**config.mk**
```make
export PLATFORM = sky130hd
export DESIGN_NAME = jacobi_sequencer
export DESIGN_NICKNAME = d
export VERILOG_FILES = /design/src/rtl/jacobi_sequencer.sv
export SDC_FILE = /design/constraint.sdc
export NUM_CORES = 1
export LEC_CHECK = 0
export CAP_MARGIN = 0
export CORE_MARGIN = 5
export CORE_UTILIZATION = 45
export DETAILED_ROUTE_END_ITERATION = 8
export PLACE_DENSITY = 0.69
export SYNTH_ARGS = -nofsm -noshare
export SYNTH_HDL_FRONTEND = slang
export SYNTH_SLANG_ARGS = --single-unit
```
**constraint.sdc**
```tcl
create_clock -name clk -period 3.4 [get_ports clk]
set_input_delay 0.68 -clock clk [delete_from_list [all_inputs] [get_ports clk]]
set_output_delay 0.68 -clock clk [all_outputs]
set_load 0.01 [all_outputs]
```
**src/rtl/jacobi_sequencer.sv**
```systemverilog
// Sequencer for full Jacobi sweeps: raster-order address issue with hold throttling,
// count-based drain detection, ping-pong bank flip and iteration control.
module jacobi_sequencer #(
    parameter int unsigned GRID_X = 64,
    parameter int unsigned GRID_Y = 64,
    parameter int unsigned XW     = $clog2(GRID_X),
    parameter int unsigned YW     = $clog2(GRID_Y),
    parameter int unsigned ITER_W = 8
) (
    input  logic              clk,
    input  logic              rst,
    input  logic              start,
    input  logic [ITER_W-1:0] num_iters,
    input  logic              hold,
    input  logic              wb_valid,
    output logic              solve_valid,
    output logic [YW+XW-1:0]  solve_addr,
    output logic              bank_sel,
    output logic [ITER_W-1:0] iter_idx,
    output logic              busy,
    output logic              done,
    output logic              err
);

    localparam int unsigned NPTS = GRID_X * GRID_Y;
    localparam int unsigned CW   = $clog2(NPTS + 1);

    localparam logic [CW-1:0] NPTS_C = CW'(NPTS);
    localparam logic [XW-1:0] X_LAST = XW'(GRID_X - 1);
    localparam logic [YW-1:0] Y_LAST = YW'(GRID_Y - 1);

    typedef enum logic [2:0] {StIdle, StIssue, StDrain, StSwap, StDone} state_e;

    state_e            state_q, state_d;
    logic [XW-1:0]     x_q, x_d;
    logic [YW-1:0]     y_q, y_d;
    logic [CW-1:0]     wb_cnt_q, wb_cnt_d;
    logic [ITER_W-1:0] n_iters_q, n_iters_d;
    logic [ITER_W-1:0] iter_q, iter_d;
    logic              bank_q, bank_d;
    logic              valid_q, valid_d;
    logic [YW+XW-1:0]  addr_q, addr_d;
    logic              busy_q, busy_d;
    logic              done_q, done_d;
    logic              err_q, err_d;
    logic              wb_full;

    assign wb_full = (wb_cnt_q == NPTS_C);

    always_comb begin
        state_d   = state_q;
        x_d       = x_q;
        y_d       = y_q;
        wb_cnt_d  = wb_cnt_q;
        n_iters_d = n_iters_q;
        iter_d    = iter_q;
        bank_d    = bank_q;
        valid_d   = 1'b0;
        addr_d    = addr_q;
        busy_d    = 1'b0;
        done_d    = 1'b0;
        err_d     = err_q;

        unique case (state_q)
            StIdle: begin
                if (start) begin
                    n_iters_d = num_iters;
                    iter_d    = '0;
                    x_d       = '0;
                    y_d       = '0;
                    wb_cnt_d  = '0;
                    state_d   = (num_iters == '0) ? StDone : StIssue;
                end
            end
            StIssue: begin
                busy_d = 1'b1;
                if (!hold) begin
                    valid_d = 1'b1;
                    addr_d  = {y_q, x_q};
                    if (x_q == X_LAST) begin
                        x_d = '0;
                        if (y_q == Y_LAST) begin
                            y_d     = '0;
                            state_d = StDrain;
                        end else begin
                            y_d = y_q + YW'(1);
                        end
                    end else begin
                        x_d = x_q + XW'(1);
                    end
                end
            end
            StDrain: begin
                busy_d = 1'b1;
                if (wb_full) begin
                    state_d = StSwap;
                end
            end
            StSwap: begin
                busy_d   = 1'b1;
                bank_d   = ~bank_q;
                wb_cnt_d = '0;
                if (iter_q == n_iters_q - ITER_W'(1)) begin
                    state_d = StDone;
                end else begin
                    iter_d  = iter_q + ITER_W'(1);
                    state_d = StIssue;
                end
            end
            StDone: begin
                done_d  = 1'b1;
                state_d = StIdle;
            end
            default: state_d = StIdle;
        endcase

        // Write-backs only count while a sweep is outstanding; anything else is a stray strobe.
        if (wb_valid) begin
            if ((state_q == StIssue || state_q == StDrain) && !wb_full) begin
                wb_cnt_d = wb_cnt_q + CW'(1);
            end else begin
                err_d = 1'b1;
            end
        end
    end

    always_ff @(posedge clk) begin
        if (rst) begin
            state_q   <= StIdle;
            x_q       <= '0;
            y_q       <= '0;
            wb_cnt_q  <= '0;
            n_iters_q <= '0;
            iter_q    <= '0;
            bank_q    <= 1'b0;
            valid_q   <= 1'b0;
            addr_q    <= '0;
            busy_q    <= 1'b0;
            done_q    <= 1'b0;
            err_q     <= 1'b0;
        end else begin
            state_q   <= state_d;
            x_q       <= x_d;
            y_q       <= y_d;
            wb_cnt_q  <= wb_cnt_d;
            n_iters_q <= n_iters_d;
            iter_q    <= iter_d;
            bank_q    <= bank_d;
            valid_q   <= valid_d;
            addr_q    <= addr_d;
            busy_q    <= busy_d;
            done_q    <= done_d;
            err_q     <= err_d;
        end
    end

    assign solve_valid = valid_q;
    assign solve_addr  = addr_q;
    assign bank_sel    = bank_q;
    assign iter_idx    = iter_q;
    assign busy        = busy_q;
    assign done        = done_q;
    assign err         = err_q;

endmodule

```
==> run_results.csv, run 1 <==
group,metric,value,unit
global_route,grt_start_max_net_pins,40,
setup_path,reg2reg_depth,7,
cts,cts.path.max_buffers,2,
cts,cts-buffers-inserted,9,
synth,synth-xor-area-share,7.93,%
placed_design,post-dp-hpwl,4.56,mm
setup_path,r2r_setup_slack,1.04,ns
power_and_ir_drop,power.total,0.00154,W
drt,drc,0,
sta,fin_crit_sh,69.3,%
synth,synth-async-reset-ratio,0,%
cts,cts_tree,"done",
cts,post_cts_buffers,0,
setup_path,startpoint_type,"flop",
power_and_ir_drop,p_per_area,445,mW/mm2
worst_hold_path,min_path_cells,2,
placed_design,routabilityCongestion,0.806,
cells_and_area,drive_gt1_share,6.08,%
sta,finClkSkew,0.00696,ns
setup_path,crit_arrival,2.58,ns
synth,synth-seq-cells,61,
cells_and_area,instances_no_fill,472,
global_route,first_global_vias,2515,
sta,worst_pin_slew,0.788,ns
outcome,outcome,"complete, no violations",
drt,wirelength,6.32,mm
floorplanning,pin_count,38,
setup_path,required,3.62,ns
synth,synth_cell_types,43,
global_route,globalRouteTotalUtil,16.2,%
synth,synthMuxAreaShare,0.697,%
synth,syn_nets,373,
cells_and_area,final_util,55.2,%
sta,slew_headroom,47.0,%
sta,setup_viol,0,
drt,vias_per_cell,5.46,
run,cap_viol_max_count,0,
drt,drt-initial-drc-count,154,
worst_hold_path,hold_class,"flop to flop",
cells_and_area,fillers,601,
floorplanning,start_util,45.8,%
placed_design,io_buffers,37,
cells_and_area,areaGrowthSynthToFinish,20.5,%
power_and_ir_drop,peakVddDrop,256,uV
synth,synth-compound-area-share,13.7,%
sta,maxSlewViolCount,0,
floorplanning,dieArea,0.00808,mm2
cts,insertion_delay,0.33,ns
power_and_ir_drop,power.leakage,1.21,nW
cells_and_area,final_cell_area,0.00346,mm2
synth,synth_area,0.00287,mm2
sta,hold_viol,0,
sta,fmax,424,MHz
floorplanning,die_h,89.9,um
setup_path,end_kind,"flop",
cts,path_clk_slew,0.07,ns
global_route,grt_overflow,0,
sta,rsz0062_at_grt,"no",
sta,setup_tns,0,ns
synth,synthFlopType,"dfxtp_1",
cts,h-tree-depth,3,
cts,cts_sinks,61,
synth,synth-simple-area-share,29.8,%
global_route,grt_pass1_wl,11.1,mm
cts,cts_root_buffer,"clkbuf_8",
cells_and_area,nets,410,
placed_design,dp_cells,457,
synth,avgSynthCellArea,8.12,um2
cts,cts_resized,0,
floorplanning,fp.dieW,89.9,um
drt,drt-pass1-iter-count,4,
placed_design,place_area,0.00330,mm2
floorplanning,placementRows,29,
synth,synth_warnings,0,
synth,synth_top_family_by_area,"simple AND/OR/NAND/NOR gates",
drt,via_count,2579,
synth,synth_fa_ha_area_share,2.61,%
setup_path,path_class,"flop to flop",
drt,wl_per_cell,13.4,um
synth,synth_edf_count,0,
setup_path,path_max_fanout,7,
sta,period_minus_slack,2.36,ns
synth,synth_cells,354,
drt,antenna_left,0,
synth,synth-seq-area-share,42.5,%
global_route,antenna_found_initial,0,
floorplanning,core,0.00628,mm2
cells_and_area,antenna_cells,0,
cts,cts.hold.buffers_added,0,
## layout make-up
class	count	area, um2	area share [%]
multi-input cells	273	1570	45.5
flip-flops and latches	61	1220	35.3
repair buffers	39	385	11.1
clock buffers	13	149	4.30
well taps	77	96.3	2.78
inverters	7	26.3	0.759
clock inverters	2	10.0	0.289
## power breakdown
| group | leakage [nW] | internal, W | total, W | switching [W] |
|---|---|---|---|---|
| clock network | 0.0833 | 0.000279 | 0.000535 | 0.000257 |
| logic | 0.635 | 0.0000987 | 0.000234 | 0.000135 |
| registers | 0.494 | 0.000739 | 0.000770 | 0.0000314 |
| total | 1.21 | 0.00112 | 0.00154 | 0.000423 |
## state kept, by name, indices dropped and copies added, names as in the netlist
| register | count |
|---|---|
| state_q | 3 |
| iter_idx | 8 |
| done | 1 |
| solve_valid | 1 |
| n_iters_q | 8 |
| y_q | 6 |
| busy | 1 |
| bank_sel | 1 |
| solve_addr | 12 |
| err | 1 |
| wb_cnt_q | 13 |
| x_q | 6 |
## per-stage QoR
step | hold WS, ns | setup slack [ns]
floorplan | 0.448 | 1.37
global placement | 0.445 | 0.839
detailed placement | 0.449 | 0.833
CTS | 0.458 | 1.06
global route | 0.475 | 0.878
finish | 0.456 | 1.04
## layer usage
layer  global-route usage, %  part of all wire (%)
met1                    20.5                    47
met2                    26.0                    46
met5                       0                     0
met4                    6.58                   1.6
met3                    4.59                   4.5
## cell usage in the layout (no fill, tap or decap), types with 3 or more instances in the layout
| cell type | count |
|---|---|
| a21oi_1 | 39 |
| and2_1 | 6 |
| and3_1 | 8 |
| clkbuf_1 | 3 |
| clkbuf_8 | 10 |
| clkdlybuf4s50_1 | 37 |
| dfxtp_1 | 61 |
| ha_1 | 6 |
| inv_1 | 7 |
| nand2_1 | 66 |
| nand2b_1 | 5 |
| nand3_1 | 14 |
| nand4_1 | 5 |
| nor2_1 | 32 |
| nor3_1 | 4 |
| nor3b_1 | 3 |
| nor4_1 | 7 |
| o211ai_1 | 3 |
| o21ai_0 | 9 |
| o31ai_1 | 4 |
| or3_1 | 5 |
| or4_1 | 4 |
| xnor2_1 | 13 |
| xor2_1 | 13 |
## critical path, stage by stage, from the launching register on
cell and delay (ns):
dfxtp_1 0.44, inv_1 0.07, ha_1 0.24, xor2_1 0.17
o31a_2 0.36, o31ai_1 0.68, or3_1 0.20, o21ai_0 0.07
## kinds of logic after synthesis
family                     count (synthesis)
AOI/OAI and AO/OA                         66
DFF                                       61
and+or+nand+nor                          173
buffers and inverters                     20
adders and majority gates                  6
xor gates and xnor gates                  26
muxes                                      2
## worst paths after layout
| check | start | to |
|---|---|---|
| worst max-delay path | n_iters_q[0] | iter_idx[0] |
| worst min-delay path | solve_addr[11] | solve_addr[11] |
| worst max register to register | n_iters_q[0] | iter_idx[0] |
| worst min register to register | solve_addr[11] | solve_addr[11] |
## cells in the mapped netlist, types with 2 or more instances
library cell  instances  area, um2
nand4b_1              2       17.5
o21ai_0               9       45.0
ha_1                  6       75.1
xor2_1               13        114
nor3_1                4       20.0
nand2_1              66        248
or4_1                 4       30.0
xnor2_1              13        114
nand2b_1              5       31.3
nand4_1               5       31.3
and3_1                8       50.1
o211ai_1              3       22.5
or3_1                 5       31.3
a21oi_1              39        195
mux2i_1               2       20.0
clkbuf_1             11       41.3
or3_2                 2       15.0
nor3b_1               3       22.5
nor4_1                7       43.8
or2_2                 2       12.5
and2_1                6       37.5
nand3_1              14       70.1
nor4b_1               2       17.5
o2111ai_1             2       17.5
o31ai_1               4       30.0
inv_1                 7       26.3
nor2_1               32        120
buf_2                 2       10.0
dfxtp_1              61       1220
o31a_2                2       20.0
No activity file was read; power rests on OpenSTA's default activity.
==> run 2, diff against run 1 <==
PLACE_DENSITY = 0.72   (was 0.69)
clock period = 1.99 ns   (was 3.4 ns; I/O delays follow)
==> run_results.csv, run 2 (synthesis gave the netlist of run 1 again) <==
group,metric,value,unit
setup_path,cp_slowest_stage_delay,0.48,ns
power_and_ir_drop,power.leakage,1.47,nW
setup_path,r2r_setup_slack,-0.13,ns
drt,drt-pass1-iter-count,4,
cts,h-tree-depth,3,
sta,maxSlewViolCount,0,
setup_path,crit_end,"state_q[2]",
setup_path,path_max_fanout,4,
drt,wirelength,7.33,mm
floorplanning,fp.dieW,89.9,um
cells_and_area,drive_gt1_share,20.2,%
sta,setup_viol,7,
outcome,outcome,"finished, violations left",
global_route,grt_pass1_wl,12.4,mm
drt,antenna_left,0,
power_and_ir_drop,peakVddDrop,476,uV
setup_path,reg2reg_depth,6,
sta,hold_viol,0,
floorplanning,start_util,45.8,%
placed_design,routabilityCongestion,0.858,
floorplanning,die_h,89.9,um
floorplanning,core,0.00628,mm2
cells_and_area,layout_common_cells,"66 x nand2_1, 56 x dfxtp_1, 39 x buf_4",
placed_design,io_buffers,37,
placed_design,post-dp-hpwl,4.94,mm
setup_path,crit_chain,"buf_4 > nor4_4 > and3_4 > o2111ai_4 > or4_4 > a2111oi_4",
drt,drc,0,
setup_path,reg2reg_from,"n_iters_q[1]",
setup_path,critPathLaunch,"n_iters_q[1]",
cts,insertion_delay,0.33,ns
cells_and_area,largest_reg_flops,13,
sta,rsz0062_at_grt,"yes",
setup_path,critPathBufInv,1,
global_route,grt_overflow,0,
cts,cts_sinks,61,
worst_hold_path,hold_class,"flop to flop",
cells_and_area,final_cell_area,0.00399,mm2
cts,cts_root_buffer,"clkbuf_8",
worst_hold_path,min_path_cells,2,
sta,fmax,471,MHz
global_route,antenna_found_initial,0,
cells_and_area,nets,451,
sta,finClkSkew,0.00697,ns
drt,wl_per_cell,14.3,um
placed_design,place_area,0.00361,mm2
power_and_ir_drop,p_per_area,718,mW/mm2
floorplanning,placementRows,29,
setup_path,timing.rr.end,"state_q[2]",
power_and_ir_drop,power.total,0.00286,W
global_route,first_global_vias,2678,
sta,fin_crit_sh,107,%
global_route,globalRouteTotalUtil,18.3,%
sta,period_minus_slack,2.12,ns
placed_design,post-place-ws,-0.165,ns
sta,slew_headroom,66.3,%
setup_path,required,2.22,ns
setup_path,end_kind,"flop",
drt,drt-initial-drc-count,110,
cells_and_area,layout_commonest_cell,"nand2_1",
outcome,violations,"setup timing",
setup_path,cp_num_cells,6,
run,cap_viol_max_count,0,
setup_path,crit_arrival,2.36,ns
cells_and_area,largest_register,"wb_cnt_q",
floorplanning,pin_count,38,
sta,worst_pin_slew,0.501,ns
cts,cts_tree,"done",
drt,via_count,2798,
cts,cts.path.max_buffers,2,
cells_and_area,antenna_cells,0,
setup_path,startpoint_type,"flop",
global_route,grt_start_max_net_pins,43,
setup_path,slowest_stage,"or4_4",
sta,worst_hold_slack,0.454,ns
floorplanning,dieArea,0.00808,mm2
cts,path_clk_slew,0.06,ns
setup_path,cp_top_family,"simple AND/OR/NAND/NOR gates",
drt,vias_per_cell,5.45,
cts,cts-buffers-inserted,9,
sta,setup_slack,-0.133,ns
cells_and_area,areaGrowthSynthToFinish,38.9,%
setup_path,path_class,"flop to flop",
-- run 2: worst reg2reg max path: stages (launching register included) --
cell,delay [ns]
dfxtp_1,0.31
buf_4,0.16
nor4_4,0.36
and3_4,0.26
o2111ai_4,0.18
or4_4,0.48
a2111oi_4,0.28
-- run 2: how the worst min path moves through the flow --
stage | startpoint | endpoint | slack [ns]
after global placement | solve_addr[7] | solve_addr[7] | 0.45
after CTS | solve_addr[7] | solve_addr[7] | 0.46
final | solve_addr[7] | solve_addr[7] | 0.45
after floorplan | n_iters_q[7] | n_iters_q[7] | 0.45
after detailed placement | solve_addr[7] | solve_addr[7] | 0.45
after global routing | solve_addr[7] | solve_addr[7] | 0.48
-- run 2: layout make-up --
class,instances,area [um2]
fillers,521,2290
well taps,77,96.3
repair buffers,79,714
multi-input cells,274,1770
clock buffers,13,149
clock inverters,2,10.0
flip-flops and latches,61,1230
inverters,7,26.3
-- run 2: metrics by stage --
step	TNS, ns	std cells	util, %
global route	-1.53	513	63.5
floorplan	-0.00470	354	-
finish	-0.550	513	63.5
global placement	-0.607	494	57.5
CTS	-0.144	509	61.5
detailed placement	-0.998	494	57.5
-- run 2: metal layers --
layer  GRT usage, %  part of all wire (%)  vias to the layer above  wire length [um]
met5              0                     0                        -                 0
met4           7.32                   2.4                        0               177
li1               -                     -                     1401                 -
met1           22.3                    46                     1325              3370
met2           30.2                    48                       57              3540
met3           5.09                   3.3                       15               243
-- run 2: repair_timing --
action	in CTS	in global routing
cloned	0	1
gates resized for setup	15	19
pin swaps	1	8
hold buffers	0	0
setup endpoints to repair	9	14
setup buffers	0	3
-- run 2: power breakdown --
group / internal (W) / switching [W] / total (W)
clock network: 0.000476 / 0.000450 / 0.000926
logic: 0.000295 / 0.000346 / 0.000641
registers: 0.00126 / 0.0000338 / 0.00130
total: 0.00203 / 0.000830 / 0.00286
==> run 3, diff against run 2 <==
CORE_UTILIZATION = 30   (was 45)
PLACE_DENSITY = 0.52   (was 0.72)
==> run_results.csv, run 3 (synthesis gave the netlist of run 1 again) <==
group,metric,value,unit
cells_and_area,largest_register,"wb_cnt_q",
cts,cts-buffers-inserted,9,
sta,setup_tns,-0.682,ns
global_route,grt_start_max_net_pins,43,
setup_path,path_max_fanout,3,
setup_path,startpoint_type,"flop",
global_route,antenna_found_initial,0,
floorplanning,dieArea,0.0116,mm2
sta,worst_pin_slew,0.483,ns
power_and_ir_drop,power.total,0.00317,W
global_route,grt_pass1_wl,12.8,mm
floorplanning,start_util,30.9,%
outcome,violations,"setup timing",
global_route,grt_util_met2,22.0,%
global_route,use_met3,4.02,%
drt,vias_per_cell,4.80,
setup_path,end_kind,"flop",
floorplanning,pin_count,38,
global_route,gr-usage-met1,17.4,%
cells_and_area,largest_reg_flops,13,
cts,cts_sinks,61,
cells_and_area,antenna_cells,0,
sta,setup_slack,-0.124,ns
sta,worst_hold_slack,0.458,ns
cts,cts_root_buffer,"clkbuf_8",
sta,setup_viol,8,
sta,slew_headroom,67.6,%
global_route,globalRouteTotalUtil,13.7,%
drt,wirelength,7.59,mm
power_and_ir_drop,p_per_area,766,mW/mm2
global_route,top_usage_layer,"met2",
setup_path,required,2.23,ns
drt,drt-pass1-iter-count,4,
run,cap_viol_max_count,0,
cts,h-tree-depth,3,
placed_design,routabilityCongestion,0.800,
floorplanning,die_h,108,um
drt,drt-initial-drc-count,90,
sta,rsz0062_at_grt,"yes",
setup_path,crit_arrival,2.36,ns
cts,cts.path.max_buffers,2,
global_route,grt_overflow,0,
drt,drc,0,
cells_and_area,drive_gt1_share,21.9,%
global_route,first_global_vias,2709,
drt,wl_per_cell,13.3,um
sta,fin_crit_sh,106,%
sta,maxSlewViolCount,0,
placed_design,post-dp-hpwl,5.32,mm
sta,finClkSkew,0.00743,ns
floorplanning,fp.dieW,108,um
cts,insertion_delay,0.34,ns
placed_design,io_buffers,37,
cts,path_clk_slew,0.08,ns
floorplanning,core,0.00928,mm2
cts,cts_tree,"done",
sta,fmax,473,MHz
cells_and_area,layout_common_cells,"66 x nand2_1, 57 x dfxtp_1, 46 x buf_4",
outcome,outcome,"finished, violations left",
floorplanning,placementRows,35,
drt,antenna_left,0,
sta,period_minus_slack,2.11,ns
setup_path,path_class,"flop to flop",
worst_hold_path,hold_class,"flop to flop",
drt,via_count,2746,
power_and_ir_drop,power.leakage,1.52,nW
power_and_ir_drop,peakVddDrop,400,uV
cells_and_area,areaGrowthSynthToFinish,44.1,%
cells_and_area,layout_commonest_cell,"nand2_1",
sta,hold_viol,0,
cells_and_area,nets,457,
-- run 3: cell types whose count changed in the layout (fill, tap and decap cells not counted), sizes merged --
cell / change
nor4: -1
clkinvlp: +2
inv: +1
buf: +7
clkbuf: -4
bufinv: +2
-- run 3: final timing paths --
check | start | cells past startpoint | to | slack, ns
hold / removal | solve_addr[11] | 2 | solve_addr[11] | 0.46
hold reg to reg | solve_addr[11] | 2 | solve_addr[11] | 0.46
setup / recovery | n_iters_q[3] | 5 | state_q[2] | -0.12
setup reg to reg | n_iters_q[3] | 5 | state_q[2] | -0.12
-- run 3: metal layers --
layer / wire, um / vias to the layer above / part of all wire (%)
li1: - / 1408 / -
met5: 0 / - / 0
met1: 3620 / 1282 / 48
met4: 121 / 0 / 1.6
met2: 3580 / 48 / 47
met3: 269 / 8 / 3.5
-- run 3: report_power, final --
part,internal (W),switching [W],leakage [nW]
Combinational,0.000305,0.000335,0.920
Sequential,0.00126,0.0000329,0.496
Clock,0.000708,0.000529,0.106
Total,0.00228,0.000896,1.52
-- run 3: metrics by stage --
| stage | util, % | setup slack, ns | instance area, um2 | instances |
|---|---|---|---|---|
| 5_1_grt | 44.6 | -0.196 | 4140 | 572 |
| 3_5_place_dp | 40.0 | -0.166 | 3720 | 552 |
| 3_3_place_gp | 40.0 | -0.152 | 3720 | 552 |
| 6_report | 44.6 | -0.124 | 4140 | 572 |
| 2_1_floorplan | - | -0.00287 | 2870 | 354 |
| 4_1_cts | 43.7 | -0.0451 | 4050 | 569 |
-- run 3: final cells by class --
type | instances | area, um2
clock inverters | 7 | 97.6
repair buffers | 86 | 767
fillers | 941 | 5140
multi-input cells | 273 | 1740
flip-flops and latches | 61 | 1230
inverters | 7 | 26.3
well taps | 129 | 161
clock buffers | 9 | 124
-- run 3: worst max-delay path, cell delays in order (launching register included) --
cell	delay (ns)
dfxtp_1	0.31
or3_4	0.43
nor4_4	0.31
o22ai_4	0.15
or4_4	0.53
a2111oi_4	0.29
-- run 3: repair_timing --
item                                    4_1_cts  5_1_grt
buffers inserted                              1        3
pin swaps                                     6        8
resized for setup                            18       15
endpoints found under the setup margin        9       12
hold buffers                                  0        0
